<file path="src/rtl/can_pkg.sv">
// -----------------------------------------------------------------------------
// can_pkg
// Shared definitions for the CAN receive path: the bit sampler state encoding,
// bus-level protocol limits, and constant functions that turn the clock/bit-rate
// parameters into bit-timer values. Later Rx stages import the same package.
// -----------------------------------------------------------------------------
package can_pkg;

   // Bit sampler states.
   typedef enum logic [1:0] {
      ST_WAIT_IDLE = 2'd0,  // counting recessive bits before the bus is usable
      ST_IDLE      = 2'd1,  // bus idle, waiting for a hard-sync edge (SOF)
      ST_FRAME     = 2'd2   // frame in progress, sampling and de-stuffing
   } can_state_e;

   // Consecutive recessive bits that declare the bus idle.
   localparam logic [3:0] IDLE_BITS   = 4'd11;
   // Equal consecutive bits after which a stuff bit of opposite value follows.
   localparam logic [2:0] STUFF_LIMIT = 3'd5;

   // System clocks per CAN bit (integer division).
   function automatic int unsigned calc_bit_clks(input int unsigned clk_mhz,
                                                 input int unsigned rate_kbits);
      return (clk_mhz * 32'd1000) / rate_kbits;
   endfunction

   // Bit-timer value of the sample point (integer division).
   function automatic int unsigned calc_sample_clk(input int unsigned bit_clks,
                                                   input int unsigned pct);
      return (bit_clks * pct) / 32'd100;
   endfunction

endpackage

</file>
<file path="src/rtl/can_rx_sync.sv">
// -----------------------------------------------------------------------------
// can_rx_sync
// Two-flop synchroniser for the asynchronous CAN Rx pin plus recessive-to-
// dominant edge detection. All flops reset to recessive (1) so a reset never
// manufactures a falling edge.
//
// Ports:
//   clk     in   system clock
//   rst     in   synchronous active-high reset
//   rx      in   raw CAN Rx pin (asynchronous, 1 = recessive)
//   rx_s    out  synchronised Rx level
//   fall_s  out  high for one cycle when rx_s goes 1 -> 0
// -----------------------------------------------------------------------------
module can_rx_sync (
   input  logic clk,
   input  logic rst,
   input  logic rx,
   output logic rx_s,
   output logic fall_s
);

   logic meta_r;
   logic sync_r;
   logic prev_r;

   // Synchroniser chain plus one history flop for the edge detector.
   always_ff @(posedge clk) begin
      if (rst) begin
         meta_r <= 1'b1;
         sync_r <= 1'b1;
         prev_r <= 1'b1;
      end else begin
         meta_r <= rx;
         sync_r <= meta_r;
         prev_r <= sync_r;
      end
   end

   assign rx_s   = sync_r;
   assign fall_s = prev_r & ~sync_r;

endmodule

</file>
<file path="src/rtl/can_bit_sampler.sv">
// -----------------------------------------------------------------------------
// can_bit_sampler
// Front end of the CAN receive path. Synchronises Rx, hard-syncs the bit timer
// on every recessive-to-dominant edge, samples each bit at the programmable
// sample point, removes stuff bits and flags stuff violations. Delivers one
// din/dvalid pair per de-stuffed bit and an sof pulse on the first bit.
//
// Parameters:
//   clk_speed_MHz       system clock frequency in MHz
//   can_bit_rate_Kbits  CAN bit rate in kbit/s
//   sample_point_pct    sample point as a percentage of the bit time
//
// Ports:
//   clk          in   system clock
//   rst          in   synchronous active-high reset
//   rx           in   raw CAN Rx pin (asynchronous, 1 = recessive)
//   sample_en    in   high while the frame length calculator sees a frame
//   destuff_dis  in   high from the CRC delimiter onward (no de-stuffing)
//   din          out  de-stuffed sampled bit, valid with dvalid
//   dvalid       out  one-cycle pulse per delivered bit
//   sof          out  one-cycle pulse with the dvalid of the SOF bit
//   stuff_error  out  one-cycle pulse on a stuff violation
//   bus_idle     out  high while the sampler is in IDLE
// -----------------------------------------------------------------------------
module can_bit_sampler
   import can_pkg::*;
#(
   parameter int unsigned clk_speed_MHz      = 100,
   parameter int unsigned can_bit_rate_Kbits = 1000,
   parameter int unsigned sample_point_pct   = 75
) (
   input  logic clk,
   input  logic rst,
   input  logic rx,
   input  logic sample_en,
   input  logic destuff_dis,
   output logic din,
   output logic dvalid,
   output logic sof,
   output logic stuff_error,
   output logic bus_idle
);

   localparam int unsigned BIT_CLKS   = calc_bit_clks(clk_speed_MHz, can_bit_rate_Kbits);
   localparam int unsigned SAMPLE_CLK = calc_sample_clk(BIT_CLKS, sample_point_pct);
   localparam int unsigned TIMER_W    = (BIT_CLKS > 32'd1) ? $clog2(BIT_CLKS) : 32'd1;

   localparam logic [TIMER_W-1:0] TIMER_ZERO   = {TIMER_W{1'b0}};
   localparam logic [TIMER_W-1:0] TIMER_ONE    = TIMER_W'(32'd1);
   localparam logic [TIMER_W-1:0] TIMER_LAST   = TIMER_W'(BIT_CLKS - 32'd1);
   localparam logic [TIMER_W-1:0] TIMER_SAMPLE = TIMER_W'(SAMPLE_CLK);

   // Synchroniser outputs.
   logic rx_s;
   logic fall_s;

   // Bit timer.
   logic [TIMER_W-1:0] timer_r;
   logic [TIMER_W-1:0] timer_eff_s;
   logic [TIMER_W-1:0] timer_next_s;
   logic               sample_s;

   // Frame-end detection on sample_en.
   logic en_prev_r;
   logic en_fall_s;

   // FSM and de-stuffing state.
   can_state_e state_r;
   can_state_e state_next_s;
   logic [3:0] rec_cnt_r;
   logic [3:0] rec_cnt_next_s;
   logic [2:0] stuff_cnt_r;
   logic [2:0] stuff_cnt_next_s;
   logic       last_bit_r;
   logic       last_bit_next_s;
   logic       first_r;
   logic       first_next_s;

   // Registered outputs and their next values.
   logic din_r;
   logic dvalid_r;
   logic sof_r;
   logic stuff_err_r;
   logic bus_idle_r;
   logic din_next_s;
   logic dvalid_next_s;
   logic sof_next_s;
   logic stuff_err_next_s;

   can_rx_sync u_rx_sync (
      .clk    (clk),
      .rst    (rst),
      .rx     (rx),
      .rx_s   (rx_s),
      .fall_s (fall_s)
   );

   assign en_fall_s = en_prev_r & ~sample_en;

   // Current bit-time position and sample strobe; a falling edge makes the
   // current cycle position 0, so a resync on the sample cycle suppresses it.
   always_comb begin
      timer_eff_s  = timer_r;
      timer_next_s = TIMER_ZERO;
      if (fall_s) begin
         timer_eff_s = TIMER_ZERO;
      end else begin
         timer_eff_s = timer_r;
      end
      if (timer_eff_s == TIMER_LAST) begin
         timer_next_s = TIMER_ZERO;
      end else begin
         timer_next_s = timer_eff_s + TIMER_ONE;
      end
      sample_s = (timer_eff_s == TIMER_SAMPLE) && !fall_s;
   end

   // Next-state, de-stuffing and output decode.
   always_comb begin
      state_next_s     = state_r;
      rec_cnt_next_s   = rec_cnt_r;
      stuff_cnt_next_s = stuff_cnt_r;
      last_bit_next_s  = last_bit_r;
      first_next_s     = first_r;
      dvalid_next_s    = 1'b0;
      din_next_s       = 1'b0;
      sof_next_s       = 1'b0;
      stuff_err_next_s = 1'b0;

      case (state_r)
         ST_WAIT_IDLE: begin
            if (sample_s) begin
               if (rx_s) begin
                  if (rec_cnt_r == (IDLE_BITS - 4'd1)) begin
                     state_next_s   = ST_IDLE;
                     rec_cnt_next_s = 4'd0;
                  end else begin
                     rec_cnt_next_s = rec_cnt_r + 4'd1;
                  end
               end else begin
                  rec_cnt_next_s = 4'd0;
               end
            end else begin
               rec_cnt_next_s = rec_cnt_r;
            end
         end

         ST_IDLE: begin
            if (fall_s) begin
               state_next_s = ST_FRAME;
               first_next_s = 1'b1;
            end else begin
               state_next_s = ST_IDLE;
            end
         end

         ST_FRAME: begin
            // Frame end outranks a coincident sample point.
            if (en_fall_s) begin
               state_next_s = ST_IDLE;
               first_next_s = 1'b0;
            end else if (sample_s) begin
               if (first_r) begin
                  first_next_s = 1'b0;
                  if (!rx_s) begin
                     dvalid_next_s    = 1'b1;
                     din_next_s       = 1'b0;
                     sof_next_s       = 1'b1;
                     stuff_cnt_next_s = 3'd1;
                     last_bit_next_s  = 1'b0;
                  end else begin
                     // Recessive at the SOF sample point: the edge was a glitch.
                     state_next_s = ST_IDLE;
                  end
               end else if (destuff_dis) begin
                  dvalid_next_s    = 1'b1;
                  din_next_s       = rx_s;
                  stuff_cnt_next_s = 3'd1;
                  last_bit_next_s  = rx_s;
               end else if (stuff_cnt_r >= STUFF_LIMIT) begin
                  // This bit is a stuff bit; it must differ from the run before it.
                  if (rx_s == last_bit_r) begin
                     stuff_err_next_s = 1'b1;
                     state_next_s     = ST_WAIT_IDLE;
                     rec_cnt_next_s   = 4'd0;
                  end else begin
                     stuff_cnt_next_s = 3'd1;
                     last_bit_next_s  = rx_s;
                  end
               end else begin
                  dvalid_next_s   = 1'b1;
                  din_next_s      = rx_s;
                  last_bit_next_s = rx_s;
                  // Count is below the limit here, so +1 saturates at the limit.
                  if (rx_s == last_bit_r) begin
                     stuff_cnt_next_s = stuff_cnt_r + 3'd1;
                  end else begin
                     stuff_cnt_next_s = 3'd1;
                  end
               end
            end else begin
               state_next_s = ST_FRAME;
            end
         end

         default: begin
            state_next_s   = ST_WAIT_IDLE;
            rec_cnt_next_s = 4'd0;
         end
      endcase
   end

   // State register, bit timer and de-stuffing history.
   always_ff @(posedge clk) begin
      if (rst) begin
         state_r     <= ST_WAIT_IDLE;
         timer_r     <= TIMER_ZERO;
         rec_cnt_r   <= 4'd0;
         stuff_cnt_r <= 3'd0;
         last_bit_r  <= 1'b1;
         first_r     <= 1'b0;
         en_prev_r   <= 1'b0;
      end else begin
         state_r     <= state_next_s;
         timer_r     <= timer_next_s;
         rec_cnt_r   <= rec_cnt_next_s;
         stuff_cnt_r <= stuff_cnt_next_s;
         last_bit_r  <= last_bit_next_s;
         first_r     <= first_next_s;
         en_prev_r   <= sample_en;
      end
   end

   // Output registers; bus_idle follows the state register by one cycle.
   always_ff @(posedge clk) begin
      if (rst) begin
         din_r       <= 1'b0;
         dvalid_r    <= 1'b0;
         sof_r       <= 1'b0;
         stuff_err_r <= 1'b0;
         bus_idle_r  <= 1'b0;
      end else begin
         din_r       <= din_next_s;
         dvalid_r    <= dvalid_next_s;
         sof_r       <= sof_next_s;
         stuff_err_r <= stuff_err_next_s;
         bus_idle_r  <= (state_r == ST_IDLE);
      end
   end

   assign din         = din_r;
   assign dvalid      = dvalid_r;
   assign sof         = sof_r;
   assign stuff_error = stuff_err_r;
   assign bus_idle    = bus_idle_r;

endmodule

</file>
<file path="config.mk">
export PLATFORM = sky130hd
export DESIGN_NAME = can_bit_sampler
export DESIGN_NICKNAME = d
export VERILOG_FILES = /design/src/rtl/can_pkg.sv /design/src/rtl/can_rx_sync.sv /design/src/rtl/can_bit_sampler.sv
export SDC_FILE = /design/constraint.sdc
export NUM_CORES = 1
export LEC_CHECK = 0
export ABC_AREA = 1
export CAP_MARGIN = 20
export CORE_MARGIN = 3
export CORE_UTILIZATION = 52
export DETAILED_ROUTE_END_ITERATION = 16
export PLACE_DENSITY = 0.75
export SETUP_SLACK_MARGIN = 0.05
export SLEW_MARGIN = 20
export SYNTH_ARGS = -nofsm -noshare
export SYNTH_HDL_FRONTEND = slang
export SYNTH_SLANG_ARGS = --single-unit
</file>
<file path="constraint.sdc">
create_clock -name clk -period 1.8 [get_ports clk]
set_input_delay 0.36 -clock clk [delete_from_list [all_inputs] [get_ports clk]]
set_output_delay 0.36 -clock clk [all_outputs]
set_load 0.005 [all_outputs]
</file>
# ---- Yosys cells after proc, flatten, opt, wreduce, memory -nomap -nowiden
# Cells that the tools add are included.
dict set report op_classes {
  add_sub_neg 3
  magnitude_cmp 1
  eq_ne 23
  muxes 45
  n_bitwise 10
  n_reduce_logical 13
}
# op count
set op_table {}
lappend op_table {{4-bit two-way mux} 9}
lappend op_table {{2-bit two-way mux} 11}
lappend op_table {{2-bit inequality test (second input constant)} 10}
lappend op_table {{3-bit two-way mux} 6}
lappend op_table {{1-bit two-way mux} 15}
lappend op_table {{5-bit inequality test (second input constant)} 3}
lappend op_table {{7-bit equality test (second input constant)} 2}
lappend op_table {{4-bit one-hot mux with 3 select lines} 1}
lappend op_table {{5-bit OR reduction} 2}
lappend op_table {{1-bit NOT} 8}
lappend op_table {{8-bit AND reduction} 1}
lappend op_table {{7-bit by 1-bit adder with 7-bit output (second input constant)} 1}
lappend op_table {{7-bit two-way mux} 1}
lappend op_table {{7-bit AND reduction} 1}
lappend op_table {{7-bit OR reduction} 1}
lappend op_table {{2-bit one-hot mux with 3 select lines} 1}
lappend op_table {{5-bit by 4-bit inequality test with 1-bit output (second input constant)} 1}
lappend op_table {{5-bit AND reduction} 1}
lappend op_table {{4-bit by 1-bit adder with 4-bit output (second input constant)} 1}
lappend op_table {{4-bit equality test (second input constant)} 1}
lappend op_table {{4-bit inequality test (second input constant)} 1}
lappend op_table {{4-bit OR reduction} 1}
lappend op_table {{3-bit by 1-bit adder with 3-bit output (second input constant)} 1}
lappend op_table {{3-bit greater-or-equal comparator (second input constant)} 1}
lappend op_table {{13 further kinds} 14}
dict set report word_totals {
  regBits 27
  in_bits 5
  output_inout_bits 5
  word_cells 110
}

# ---- Longest topological paths before layout
dict set report depth {
  ltp_word 8
  depth_mapped 14
  mapped_depth_nobuf 14
}

# ---- Cells and area by module
# From an unflattened synthesis, not the netlist that was laid out.
dict set report unflattened {
  hier_cells 206
  area_unflattened_um2 1415.1
}
# module instances cells_per_inst area_per_inst_um2 seq_area_each_um2
set by_module_without_submodules {}
lappend by_module_without_submodules {can_bit_sampler 1 194 1321.3 480.5}
lappend by_module_without_submodules {can_rx_sync 1 12 93.8 60.1}

# ---- Worst setup path before layout
# Ideal clock, no wire load.
dict set report synth_path {
  path_type {register to register}
  startpoint {register u_rx_sync.sync_r, in the netlist u_rx_sync.rx_s}
  endpoint {register rec_cnt_r[3]}
  setup_ps 131
  arrival_time_ps 1651
  required_time_ps 1669
  path_slack_ps 18
  path_stages_with_launch 15
  n_path_buf 0
  period_less_slack_ps 1782
  cell_sequence {dfxtp_1 inv_2 nand2_8 inv_1 nor2_1 ha_1 inv_1 a21oi_4 nand2_4 nand2_2 nand2_4 nor2_8 nand2_1 nand2_1 a21oi_2}
}
dict set report synth_via {
  elab_chain_len 7
  word_cells_on_any_way 14
  cone_classes {eq/ne: 5; mux: 4; bitwise: 2; reduce/logical: 3}
}
# item line_no
set synth_rtl {}
lappend synth_rtl {{start: declaration} can_rx_sync.sv:23} ;# logic sync_r;
lappend synth_rtl {{start signal: assignment} can_rx_sync.sv:34} ;# sync_r <= meta_r;
lappend synth_rtl {{1-bit NOT} can_rx_sync.sv:40} ;# assign fall_s = prev_r & ~sync_r;
lappend synth_rtl {{1-bit bitwise AND} can_rx_sync.sv:40}
lappend synth_rtl {{7-bit two-way mux} can_bit_sampler.sv:105} ;# if (fall_s) begin
lappend synth_rtl {{7-bit equality test} can_bit_sampler.sv:115} ;# sample_s = (timer_eff_s == TIMER_SAMPLE) && !fall_s;
lappend synth_rtl {{1-bit logical AND} can_bit_sampler.sv:115}
lappend synth_rtl {{2-bit inequality test (no source line)} n/a}
lappend synth_rtl {{8-bit AND reduction (no source line)} n/a}
lappend synth_rtl {{end signal: assignment} can_bit_sampler.sv:226} ;# rec_cnt_r <= rec_cnt_next_s;
lappend synth_rtl {{end: declaration} can_bit_sampler.sv:70} ;# logic [3:0] rec_cnt_r;
# Several ways; a longest one is shown, not always the timed one. The select of a mux whose other input is x is not followed.
# A chain may end at the register's enable or synchronous reset.

# ---- Final worst setup path
# Ends and elaborated chain as after synthesis.

==> flow_metrics.env <==
export IMPL_status="finished, final reports clean"
export IMPL_first_pass_iters=4
export IMPL_crit_path_max_fanout=8
export IMPL_clock_path_buffers=2
export IMPL_initial_core_util_pct=56.7
export IMPL_chipWidth_um=58.9
export IMPL_crit_required_ps=2030
export IMPL_drv_slew=0
export IMPL_syn_area_um2=1460
export IMPL_final_min_clock_period_ps=1680
export IMPL_portBuffers=9
export IMPL_async_flop_share_pct=0
export IMPL_peakVddDrop_mv=0.528
export IMPL_postCtsHoldBufs=0
export IMPL_hp_start="u_rx_sync.meta_r"
export IMPL_rsz0062_at_grt="yes"
export IMPL_grtUsageTotal_pct=18.3
export IMPL_synth_fp_nets=210
export IMPL_post_route_util_pct=67.8
export IMPL_clk_latency_ps=320
export IMPL_yosys_top_cells_area="dfxtp_1, nand2_1, nor2_1"
export IMPL_clkTransAtPathRegs_ps=140
export IMPL_min_path_type="reg2reg"
export IMPL_ys_seq_area_share_pct=37.1
export IMPL_cts_buffers=3
export IMPL_wl_um=2860
export IMPL_io_pin_count=10
export IMPL_finalCritPeriodShare_pct=93.2
export IMPL_grt_overflow_total=0
export IMPL_leakagePower_nw=0.774
export IMPL_diodes=0
export IMPL_grt_pass1_wl_um=5000
export IMPL_root_buffer="clkbuf_4"
export IMPL_nets=232
export IMPL_worstSetupEndpointType="flop"
export IMPL_totalPowerFinal_mw=1.13
export IMPL_fp_row_count=18
export IMPL_synth_seq_cells=27
export IMPL_drc=0
export IMPL_grt_pass1_vias=1214
export IMPL_die_area_um2=3470
export IMPL_grt_max_degree=15
export IMPL_slew_headroom_pct=76.2
export IMPL_ys_warnings_count=0
export IMPL_syn_area_per_cell_um2=7.28
export IMPL_critPathLaunch="u_rx_sync.rx_s"
export IMPL_synth_common_cells="nand2_1, nor2_1, inv_1, dfxtp_1, nand3_1"
export IMPL_detail_route_wl_per_cell_um=11.4
export IMPL_final_hold_viol_count=0
export IMPL_syn_inst=200
export IMPL_crit_type="reg2reg"
export IMPL_core_area_um2=2570
export IMPL_fin_skew_ps=7.58
export IMPL_num_vias=1309
export IMPL_reg2reg_from="u_rx_sync.rx_s"
export IMPL_worst_ep_arrival_time_ps=1910
export IMPL_clock_fmax_mhz=596
export IMPL_antenna_found_initial=0
export IMPL_r2r_cells=14
export IMPL_gp_congestion=0.846
export IMPL_p_per_area_nw_per_um2=649
export IMPL_cts_max_level=1
export IMPL_ys_flop_type="dfxtp_1"
export IMPL_cts_tree="built"
export IMPL_antenna_left=0
export IMPL_start_kind="flop"
export IMPL_synth_top_area_share_pct=37.1
export IMPL_whs_ps=434
export IMPL_yosys_cell_count_top_type="nand2_1"
export IMPL_die_h_um=58.9
export IMPL_whs_path_depth=1
export IMPL_dp_hpwl_um=2190
export IMPL_maxCapViolCount=0
export IMPL_synth_edf_count=0
export IMPL_cts_sinks=27
export IMPL_synth_cell_type_count=29
export IMPL_yosysTopAreaCell="dfxtp_1"
export IMPL_syn2layout_area_growth_pct=19.6
export IMPL_setup_viol=0
export IMPL_layout_drive_gt1_share_pct=18.6
export IMPL_viasPerCell=5.22
export IMPL_tightest_slew_ps=354
export IMPL_drt_initial_drc_count=50
-- metrics by stage --
| stage | cell area (µm²) | setup TNS [ps] | cells | setup slack (ps) |
|---|---|---|---|---|
| 2_1_floorplan | 1460 | 0 | 200 | 65.9 |
| 3_3_place_gp | 1630 | 0 | 244 | 16.8 |
| 3_5_place_dp | 1630 | -238 | 244 | -72.4 |
| 4_1_cts | 1710 | 0 | 251 | 59.3 |
| 5_1_grt | 1740 | 0 | 251 | 49.9 |
| 6_report | 1740 | 0 | 251 | 122 |
-- registers in the layout, summed over array words and instances, names as in the netlist --
register	cells
timer_r	7
rec_cnt_r	4
stuff_cnt_r	3
state_r	2
bus_idle	1
din	1
dvalid	1
en_prev_r	1
first_r	1
last_bit_r	1
sof	1
stuff_error	1
u_rx_sync.meta_r	1
u_rx_sync.prev_r	1
u_rx_sync.rx_s	1
-- critical path: stages, from the launching register on --
cell and delay [ps]:
dfxtp_4 390, inv_4 50, nand2_8 50, inv_4 40
nor2_4 110, ha_4 160, inv_2 50, a21oi_4 140
nand2_4 120, nand2_4 80, nand2_4 60, nor2_8 150
nand2_1 70, nand2_1 70, a21oi_2 50
-- worst paths after layout --
| kind | to | slack, ps |
|---|---|---|
| worst min-delay path | u_rx_sync.rx_s | 430 |
| worst max-delay path | rec_cnt_r[3] | 120 |
| worst min register to register | u_rx_sync.rx_s | 430 |
| worst max register to register | rec_cnt_r[3] | 120 |
-- layout make-up --
class                   instances  area, µm²
inverters                      31        121
fillers                       228        826
flip-flops and latches         27        547
well taps                      30       37.5
repair buffers                 18        158
clock buffers                   4       26.3
multi-input cells             141        852
-- layer usage --
layer	part of all wire (%)	track usage, %	routed length (µm)
met1	49	23.9	1410
met4	1.7	6.80	49
met3	2.9	1.97	84
met5	0	0	0
met2	46	30.9	1320
-- kinds of logic after synthesis --
logic type / synth area share (%)
AO/OA/AOI/OAI: 9.11
XOR/XNOR: 3.01
adder cells (fa/ha/maj): 4.30
buffers and inverters: 8.25
flip-flops: 37.1
AND/OR/NAND/NOR: 38.2
-- what timing repair did --
action,4_1_cts,5_1_grt
endpoints found under the hold margin,0,0
endpoints found under the setup margin,11,11
buffers inserted,3,0
pin swaps,6,6
gates resized for setup,11,8
-- power by group --
part / switching, mW / total [mW] / internal, mW
combinational: 0.136 / 0.224 / 0.0883
sequential: 0.0266 / 0.650 / 0.623
clock: 0.170 / 0.256 / 0.0867
-- layout by cell type, fill, tap and decap left out, drive strengths merged --
cell type / n
clkbuf: 4
buf: 9
xnor2: 3
nand3: 13
ha: 5
nand4: 4
clkinv: 1
nor4: 2
nor2: 35
a21oi: 11
xor2: 2
o21ai: 8
o21bai: 1
inv: 30
nor3b: 1
or2: 2
nand2: 42
nor3: 10
dfxtp: 27
clkdlybuf4s50: 9
o211ai: 2
Power figures use the tool's default switching activity.
